===== src/rtl/uart_pkg.sv =====
// -----------------------------------------------------------------------------
// uart_pkg
// Shared definitions for the UART transmitter:
//   - state_e         : FSM state encoding (IDLE, START, DATA, PARITY, STOP)
//   - SB_TICK_DEFAULT : default number of oversampling ticks per bit
//   - calc_divisor()  : clock-to-tick divisor, round(clk_freq / (baud * sb_tick))
// -----------------------------------------------------------------------------
package uart_pkg;

    typedef enum logic [2:0] {
        IDLE   = 3'd0,
        START  = 3'd1,
        DATA   = 3'd2,
        PARITY = 3'd3,
        STOP   = 3'd4
    } state_e;

    localparam int SB_TICK_DEFAULT = 16;

    // Rounded integer division; adding half the denominator rounds to nearest.
    function automatic int calc_divisor(input int clk_freq, input int baud, input int sb_tick);
        int den;
        den = baud * sb_tick;
        return (clk_freq + (den / 32'sd2)) / den;
    endfunction

endpackage


===== src/rtl/uart_tx_baud_rate_gen.sv =====
// -----------------------------------------------------------------------------
// baud_rate_gen
// Mod-N counter producing a one-clock s_tick pulse every N clocks.
// Parameters:
//   N       : divisor (>= 2)
// Ports:
//   clk     in   system clock (posedge)
//   reset   in   synchronous active-high reset
//   clr     in   synchronous counter clear (restarts the tick phase)
//   s_tick  out  registered one-cycle pulse every N clocks
// After reset or clr, the first s_tick is high in the N-th following cycle.
// -----------------------------------------------------------------------------
module baud_rate_gen #(
    parameter int N = 2
) (
    input  logic clk,
    input  logic reset,
    input  logic clr,
    output logic s_tick
);

    localparam int CW = (N > 1) ? $clog2(N) : 1;
    localparam logic [CW-1:0] CNT_LAST = CW'(N - 1);

    logic [CW-1:0] cnt_q;
    logic [CW-1:0] cnt_d;
    logic          tick_q;
    logic          tick_d;

    // Next count and look-ahead tick so that s_tick can come straight from a flop.
    always_comb begin
        cnt_d  = cnt_q;
        tick_d = 1'b0;
        if (cnt_q == CNT_LAST) begin
            cnt_d = '0;
        end else begin
            cnt_d = cnt_q + 1'b1;
        end
        tick_d = (cnt_d == CNT_LAST);
    end

    // Counter and tick registers with synchronous reset/clear.
    always_ff @(posedge clk) begin
        if (reset || clr) begin
            cnt_q  <= '0;
            tick_q <= 1'b0;
        end else begin
            cnt_q  <= cnt_d;
            tick_q <= tick_d;
        end
    end

    assign s_tick = tick_q;

endmodule


===== src/rtl/uart_tx.sv =====
// -----------------------------------------------------------------------------
// uart_tx
// UART transmitter: one DBIT-wide word per request, LSB first, one stop bit,
// SB_TICK oversampling ticks per bit.
// Optional feature macro: UART_TX_PARITY_EN -- when defined an even parity bit
// (XOR of the captured word) is sent between the last data bit and the stop bit.
// Parameters:
//   DBIT, SB_TICK, CLK_FREQ, BAUD  (divisor N = round(CLK_FREQ/(BAUD*SB_TICK)), N >= 2)
// Ports:
//   clk           in   system clock (posedge)
//   reset         in   synchronous active-high reset
//   tx_start      in   send request, sampled only while idle
//   din           in   word to send, captured on the accepting edge
//   tx            out  registered serial line, idles high
//   tx_busy       out  high from the cycle after acceptance until frame end
//   tx_done_tick  out  one-clock pulse in the final cycle of the stop bit
// -----------------------------------------------------------------------------
module uart_tx
    import uart_pkg::*;
#(
    parameter int DBIT     = 8,
    parameter int SB_TICK  = SB_TICK_DEFAULT,
    parameter int CLK_FREQ = 50_000_000,
    parameter int BAUD     = 19200
) (
    input  logic            clk,
    input  logic            reset,
    input  logic            tx_start,
    input  logic [DBIT-1:0] din,
    output logic            tx,
    output logic            tx_busy,
    output logic            tx_done_tick
);

    localparam int N  = calc_divisor(CLK_FREQ, BAUD, SB_TICK);
    localparam int TW = (SB_TICK > 1) ? $clog2(SB_TICK) : 1;
    localparam int BW = (DBIT > 1) ? $clog2(DBIT) : 1;
    localparam logic [TW-1:0] TICK_LAST = TW'(SB_TICK - 1);
    localparam logic [BW-1:0] BIT_LAST  = BW'(DBIT - 1);

    state_e          state_q;
    state_e          state_d;
    logic [TW-1:0]   tick_q;
    logic [TW-1:0]   tick_d;
    logic [BW-1:0]   bit_q;
    logic [BW-1:0]   bit_d;
    logic [DBIT-1:0] shreg_q;
    logic [DBIT-1:0] shreg_d;
    logic            tx_q;
    logic            tx_d;
    logic            busy_q;
    logic            clr_s;
    logic            done_s;
    logic            s_tick_s;
`ifdef UART_TX_PARITY_EN
    logic            parity_q;
    logic            parity_d;
`endif

    baud_rate_gen #(
        .N (N)
    ) u_baud (
        .clk    (clk),
        .reset  (reset),
        .clr    (clr_s),
        .s_tick (s_tick_s)
    );

    // Next-state, datapath updates and the value tx takes in the next state.
    always_comb begin
        state_d  = state_q;
        tick_d   = tick_q;
        bit_d    = bit_q;
        shreg_d  = shreg_q;
        clr_s    = 1'b0;
        done_s   = 1'b0;
        tx_d     = 1'b1;
`ifdef UART_TX_PARITY_EN
        parity_d = parity_q;
`endif
        case (state_q)
            IDLE: begin
                if (tx_start) begin
                    state_d  = START;
                    tick_d   = '0;
                    bit_d    = '0;
                    shreg_d  = din;
                    clr_s    = 1'b1;
`ifdef UART_TX_PARITY_EN
                    parity_d = ^din;
`endif
                end else begin
                    state_d = IDLE;
                end
            end
            START: begin
                if (s_tick_s) begin
                    if (tick_q == TICK_LAST) begin
                        state_d = DATA;
                        tick_d  = '0;
                    end else begin
                        tick_d = tick_q + 1'b1;
                    end
                end else begin
                    tick_d = tick_q;
                end
            end
            DATA: begin
                if (s_tick_s) begin
                    if (tick_q == TICK_LAST) begin
                        tick_d  = '0;
                        shreg_d = {1'b0, shreg_q[DBIT-1:1]};
                        if (bit_q == BIT_LAST) begin
`ifdef UART_TX_PARITY_EN
                            state_d = PARITY;
`else
                            state_d = STOP;
`endif
                        end else begin
                            bit_d = bit_q + 1'b1;
                        end
                    end else begin
                        tick_d = tick_q + 1'b1;
                    end
                end else begin
                    tick_d = tick_q;
                end
            end
`ifdef UART_TX_PARITY_EN
            PARITY: begin
                if (s_tick_s) begin
                    if (tick_q == TICK_LAST) begin
                        state_d = STOP;
                        tick_d  = '0;
                    end else begin
                        tick_d = tick_q + 1'b1;
                    end
                end else begin
                    tick_d = tick_q;
                end
            end
`endif
            STOP: begin
                if (s_tick_s) begin
                    if (tick_q == TICK_LAST) begin
                        // s_tick marks the last cycle of this tick period,
                        // so this is the final cycle of the stop bit.
                        state_d = IDLE;
                        tick_d  = '0;
                        done_s  = 1'b1;
                    end else begin
                        tick_d = tick_q + 1'b1;
                    end
                end else begin
                    tick_d = tick_q;
                end
            end
            default: begin
                state_d = IDLE;
            end
        endcase

        // tx is registered, so it is derived from the state being entered.
        case (state_d)
            IDLE:    tx_d = 1'b1;
            START:   tx_d = 1'b0;
            DATA:    tx_d = shreg_d[0];
`ifdef UART_TX_PARITY_EN
            PARITY:  tx_d = parity_d;
`endif
            STOP:    tx_d = 1'b1;
            default: tx_d = 1'b1;
        endcase
    end

    // State, datapath and output registers with synchronous reset.
    always_ff @(posedge clk) begin
        if (reset) begin
            state_q  <= IDLE;
            tick_q   <= '0;
            bit_q    <= '0;
            shreg_q  <= '0;
            tx_q     <= 1'b1;
            busy_q   <= 1'b0;
`ifdef UART_TX_PARITY_EN
            parity_q <= 1'b0;
`endif
        end else begin
            state_q  <= state_d;
            tick_q   <= tick_d;
            bit_q    <= bit_d;
            shreg_q  <= shreg_d;
            tx_q     <= tx_d;
            busy_q   <= (state_d != IDLE);
`ifdef UART_TX_PARITY_EN
            parity_q <= parity_d;
`endif
        end
    end

    assign tx           = tx_q;
    assign tx_busy      = busy_q;
    // Decoded purely from flops (state_q, tick_q and the registered s_tick).
    assign tx_done_tick = done_s;

endmodule


===== config.mk =====
export PLATFORM = sky130hd
export DESIGN_NAME = uart_tx
export DESIGN_NICKNAME = d
export VERILOG_FILES = /design/src/rtl/uart_pkg.sv /design/src/rtl/uart_tx_baud_rate_gen.sv /design/src/rtl/uart_tx.sv
export SDC_FILE = /design/constraint.sdc
export NUM_CORES = 1
export LEC_CHECK = 0
export ABC_AREA = 1
export ABC_CLOCK_PERIOD_IN_PS = 1400
export CAP_MARGIN = 20
export CORE_MARGIN = 2
export CORE_UTILIZATION = 25
export CTS_BUF_LIST = sky130_fd_sc_hd__clkbuf_4
export DETAILED_ROUTE_END_ITERATION = 8
export GPL_TIMING_DRIVEN = 0
export SETUP_SLACK_MARGIN = 0.4
export SLEW_MARGIN = 0
export SYNTH_ARGS = -nofsm -noshare
export SYNTH_HDL_FRONTEND = slang
export SYNTH_SLANG_ARGS = --single-unit

===== constraint.sdc =====
create_clock -name clk -period 1.4 [get_ports clk]
set_input_delay 0.28 -clock clk [delete_from_list [all_inputs] [get_ports clk]]
set_output_delay 0.28 -clock clk [all_outputs]
set_load 0.005 [all_outputs]

== Word-level counts from Yosys, hierarchy flattened ==
Index checks and enable logic that the tools add are counted.

* Add/subtract/negate cells: 3
* Equality and inequality tests: 14
* Mux-type cells: 29
* Reduce and logical (&&, ||, !) cells: 9

{| class="wikitable"
|+ Operator list
! operator !! count
|-
| 3-bit two-way mux || 11
|-
| 8-bit two-way mux || 4
|-
| 8-bit == test, second input constant || 2
|-
| 8-bit one-hot mux with 2 select lines || 1
|-
| 4-bit two-way mux || 3
|-
| 3-bit one-hot mux with 4 select lines || 1
|-
| 8-bit by 1-bit adder with 8-bit output, second input constant || 1
|-
| 4-bit one-hot mux with 2 select lines || 1
|-
| 3-bit by 1-bit == test with 1-bit output, second input constant || 2
|-
| 3-bit by 2-bit == test with 1-bit output, second input constant || 2
|-
| 3-bit == test, second input constant || 2
|-
| 1-bit two-way mux || 6
|-
| 2-bit inequality test, second input constant || 3
|-
| 3-bit one-hot mux with 2 select lines || 1
|-
| 5-bit AND reduction || 1
|-
| 4-bit by 1-bit adder with 4-bit output, second input constant || 1
|-
| 4-bit == test, second input constant || 1
|-
| 2-bit by 1-bit inequality test with 1-bit output, second input constant || 2
|-
| 4-bit AND reduction || 1
|-
| 2-bit nonzero test || 2
|-
| 3-bit by 1-bit adder with 3-bit output, second input constant || 1
|-
| 3-bit logical NOT || 1
|-
| 3-bit AND reduction || 1
|-
| 3-bit nonzero test || 1
|-
| 3 further kinds || 3
|}

* Register bits after elaboration: 29
* Output and inout bits: 3
* Word-level logic and storage cells: 64

== Depth between registers and ports, before layout ==
* Word-level depth: 7
* Mapped depth: 10
* Gate-level depth less buffers: 10

== Cells and area by module ==
Synthesis repeated with hierarchy kept, for this count alone.

* Cells, all modules: 202
* Area total of the unflattened synthesis: 1526.5 µm²

{| class="wikitable"
|+ Modules (own cells, without submodules)
! module !! instances !! cells each !! area an instance (µm²)
|-
| uart_tx || 1 || 138 || 1072.3
|-
| baud_rate_gen || 1 || 64 || 454.2
|}

== Worst setup path before layout ==
No wires, ideal clock.

* Kind: register -> register
* Start point: register tick_q[0]
* End point: register tx_q (netlist: tx)
* Setup time: 0.113 ns
* Arrival time: 1.198 ns
* Required time: 1.287 ns
* Path slack: 0.089 ns
* Cell stages (with the launch flop): 11
* Path buffers: 0
* Clock period less this slack: 1.311 ns
* Path through: dfxtp_1 > ha_1 > nand3_2 > nor2_4 > nand2_4 > nand2_8 > inv_6 > nand2_4 > nand2_1 > nand2_1 > nand2_1

* Longest elaborated chain between the ends: 6

{| class="wikitable"
|+ RTL lines
! element !! line !! text
|-
| from (decl) || uart_tx.sv:43 || <nowiki>logic [TW-1:0] tick_q;</nowiki>
|-
| from (signal assigned) || uart_tx.sv:190 || <nowiki>tick_q <= tick_d;</nowiki>
|-
| 4-bit == test * || uart_tx.sv:98, uart_tx.sv:110, uart_tx.sv:145 ||
|-
| 3-bit two-way mux (on tied branches) || uart_tx.sv:145, uart_tx.sv:98, uart_tx.sv:110 ||
|-
| 3-bit two-way mux (on tied branches) || uart_tx.sv:144, uart_tx.sv:97, uart_tx.sv:109 ||
|-
| 3-bit one-hot mux with 4 select lines || uart_tx.sv:81 || <nowiki>case (state_q)</nowiki>
|-
| 3-bit by 2-bit == test with 1-bit output or 3-bit by 1-bit == test with 1-bit output (tied branches) || uart_tx.sv:164 || <nowiki>case (state_d)</nowiki>
|-
| 1-bit one-hot mux with 2 select lines * || uart_tx.sv:164 ||
|-
| to (signal assigned) || uart_tx.sv:193 || <nowiki>tx_q <= tx_d;</nowiki>
|-
| to (decl) || uart_tx.sv:49 || <nowiki>logic tx_q;</nowiki>
|}

Every way passes the cells marked *; elsewhere a longest branch is shown, timed or not. The select of a mux whose other input is x is not followed.
A chain may end at the register's enable or synchronous reset.

== Final worst setup path ==
Ends and elaborated chain as after synthesis.

==> run metrics <==
vias in the first global route ~1300; Die ar. 6715 µm²; Global Route Usage Sum between 10% and 20%; final WL 3677 µm; via count approximately 1400; Post-synth EDFFs 0; FF-to-FF Start tick_q[0]; Tightest Pin Transition approximately 500 ps; synthesized instance count ~200; global-route wire length before repair about 5600 µm; Data arrival, critical path 1740 ps; Mapped Area ~1500 µm²; met1 Use GR roughly 12%; CP max FO 8; CP Cell Sequence ha_4, buf_4, buf_6, nand3_4, nor2_4, nand2_4, nand2_8, inv_8, nand2_4, nand2_1, nand2_1, nand2_1; Buffers on Ports 12; area grow syn2layout 51.81%; share of layout cells above drive strength 1 48.54%; register area share after synthesis 38.22%; worst-case reg-to-reg path depth 12; critical path endpoint tx; Worst EP required approximately 1600 ps; Sequential Area about 610 µm²; top cell type by total area after synthesis dfxtp_1; CTS clk-pin slew, worst paths 100 ps; Pwr Density between 800 and 900 nW/µm²; R2R Setup Slk -110 ps; failing checks negative setup slack; Placed Cells roughly 290; Synth cell types 29; unrepaired setup endpoints after global routing true; Filler cells ~600; post-route ant nets 0; synth top area cells dfxtp_1 38%, nand2_1 9.6%, nor2_1 6.2%; status complete, but fails checks; Lkg Pwr slightly above 0.9 nW; Hold Fails Final Rpt 0; antenna diode count 0; clk_lat worst skew approximately 320 ps; Setup WS post-layout -106.9 ps; Peak VDD IR 440.4 µV; Die Y 81.95 µm; DRC viols 0; clk buf depth 2; routed len/inst around 12 µm; top post-synthesis cells by count 39 x nand2_1, 29 x dfxtp_1, 25 x nor2_1, 22 x inv_1, 18 x nand3_1; CTS tree built; setup TNS -783.7 ps; Post-DP HPWL approximately 2200 µm; vias per inst ~4.5; Num CTS Buffers 5; Fin Clk Skew 6.868 ps; DRT Pass-1 Iters 4; WS Path Type register to register; Worst Setup End Kind register; slowest CP cell dfxtp_4; total chip power roughly 1.9 mW; Synth Area per Inst 7.557 µm²; NumNets Final roughly 260; Core Footprint a little under 6000 µm²; routability congestion estimate from global placement about 0.76; Max transition margin roughly two thirds; final-report max-slew violation count 0; num ports 14; FF+latch count, synth 29; worst hold path class primary input to register; ys async rst share 0%; CP delay by family, top simple AND/OR/NAND/NOR gates; ys flop type dfxtp_1; Max Clock Freq 663.6 MHz; hold_sp reset; busiest grt layer met2; Synthesized Nets 218; reg-to-reg endpoint tx; htree depth 2; DRT iter0 DRCs 43; largest net degree at the start of global routing 11; cell mode on critical path nand2_1; post-synth top area share around two fifths; initial core utilization 25.81%; max-cap violation count 0; crit path from tick_q[0]; initial antenna violation count 0; crit share post-route 107.6%; Final setup viols 16; Die W about 82 µm; total global routing overflow 0; Syn. warnings 0; CP startpoint kind register; fin crit period about 1500 ps; Clk Tree Root Cell clkbuf_4; Crit path largest cell delay about 370 ps; count leader, synth nand2_1; met3 GRT Util ~3.7%; Final Non-Filler Cells ~310; Row Count 28; GR Util met2 around 19%; Crit path buffers/inverters 3; Multi-input gate area approximately 1100 µm²; Stages on worst setup path 12; Num Clock Sinks 29
what timing repair did:
item                                    in CTS  in global routing
resized for setup                           56                 30
pin swaps                                   24                 20
setup buffers                               11                  7
endpoints found under the setup margin      32                 32
hold buffers                                 0                  0
metal layers:
metal | wire length [µm] | up-vias
met5 | 0 | -
met4 | 26 | 0
met3 | 151 | 5
met2 | 1962 | 20
met1 | 1536 | 678
li1 | - | 723
cell families (layout without fill, tap and decap cells):
| group | count (synthesis) | count (layout) | share of synthesized area, % |
|---|---|---|---|
| buf+inv | 29 | 67 | 7.743 |
| fa+ha+maj | 6 | 6 | 4.942 |
| xor+xnor | 4 | 4 | 2.307 |
| simple gates | 107 | 107 | 36.00 |
| compound gates | 26 | 26 | 10.79 |
| flops | 29 | 29 | 38.22 |
sequential cells by signal, indices dropped and copies added, names as in the netlist:
name           cells
tx                 1
state_q            3
u_baud.cnt_q       8
tick_q             4
bit_q              3
tx_busy            1
shreg_q            8
u_baud.s_tick      1
power by group:
| group | switching, mW | internal [mW] | leakage (nW) |
|---|---|---|---|
| clock | 0.300 | 0.391 | 0.0433 |
| combinational | 0.161 | 0.132 | 0.632 |
| sequential | 0.0377 | 0.855 | 0.243 |
metrics by stage:
step	setup slack [ps]	utilization (%)	area [µm²]	hold WS (ps)
6_report	-106.9	39.18	2306	260.8
5_1_grt	-186.5	39.18	2306	260.5
2_1_floorplan	156.1	-	1603	429.9
4_1_cts	-109.1	36.18	2130	251.1
3_5_place_dp	-333.5	30.87	1817	456.7
3_3_place_gp	-325.3	30.87	1817	451.9
how the worst min path moves through the flow:
stage                            endpoint  slack (ps)  cells past startpoint
after detailed placement       shreg_q[3]         460                      2
after CTS                       tick_q[2]         250                      2
final                           tick_q[2]         260                      2
after global placement    u_baud.cnt_q[0]         450                      1
after floorplan                shreg_q[7]         430                      2
after global routing            tick_q[2]         260                      2
area by class of cell:
| type | count | area share (%) |
|---|---|---|
| Multi-Input combinational cell | 143 | 49.27 |
| Sequential cell | 29 | 26.42 |
| Timing Repair Buffer | 30 | 11.39 |
| Inverter | 27 | 5.046 |
| Tap cell | 75 | 4.069 |
| Clock buffer | 6 | 1.953 |
| Clock inverter | 2 | 1.465 |
| Buffer | 2 | 0.3798 |
cell usage in the layout (no fill, tap or decap), drive strengths merged, types with 7 or more instances in the layout:
cell,n
a21oi,17
a22oi,7
buf,22
clkbuf,7
clkdlybuf4s50,9
dfxtp,29
inv,27
nand2,48
nand3,21
nor2,31
(Power assumes the default switching activity.)
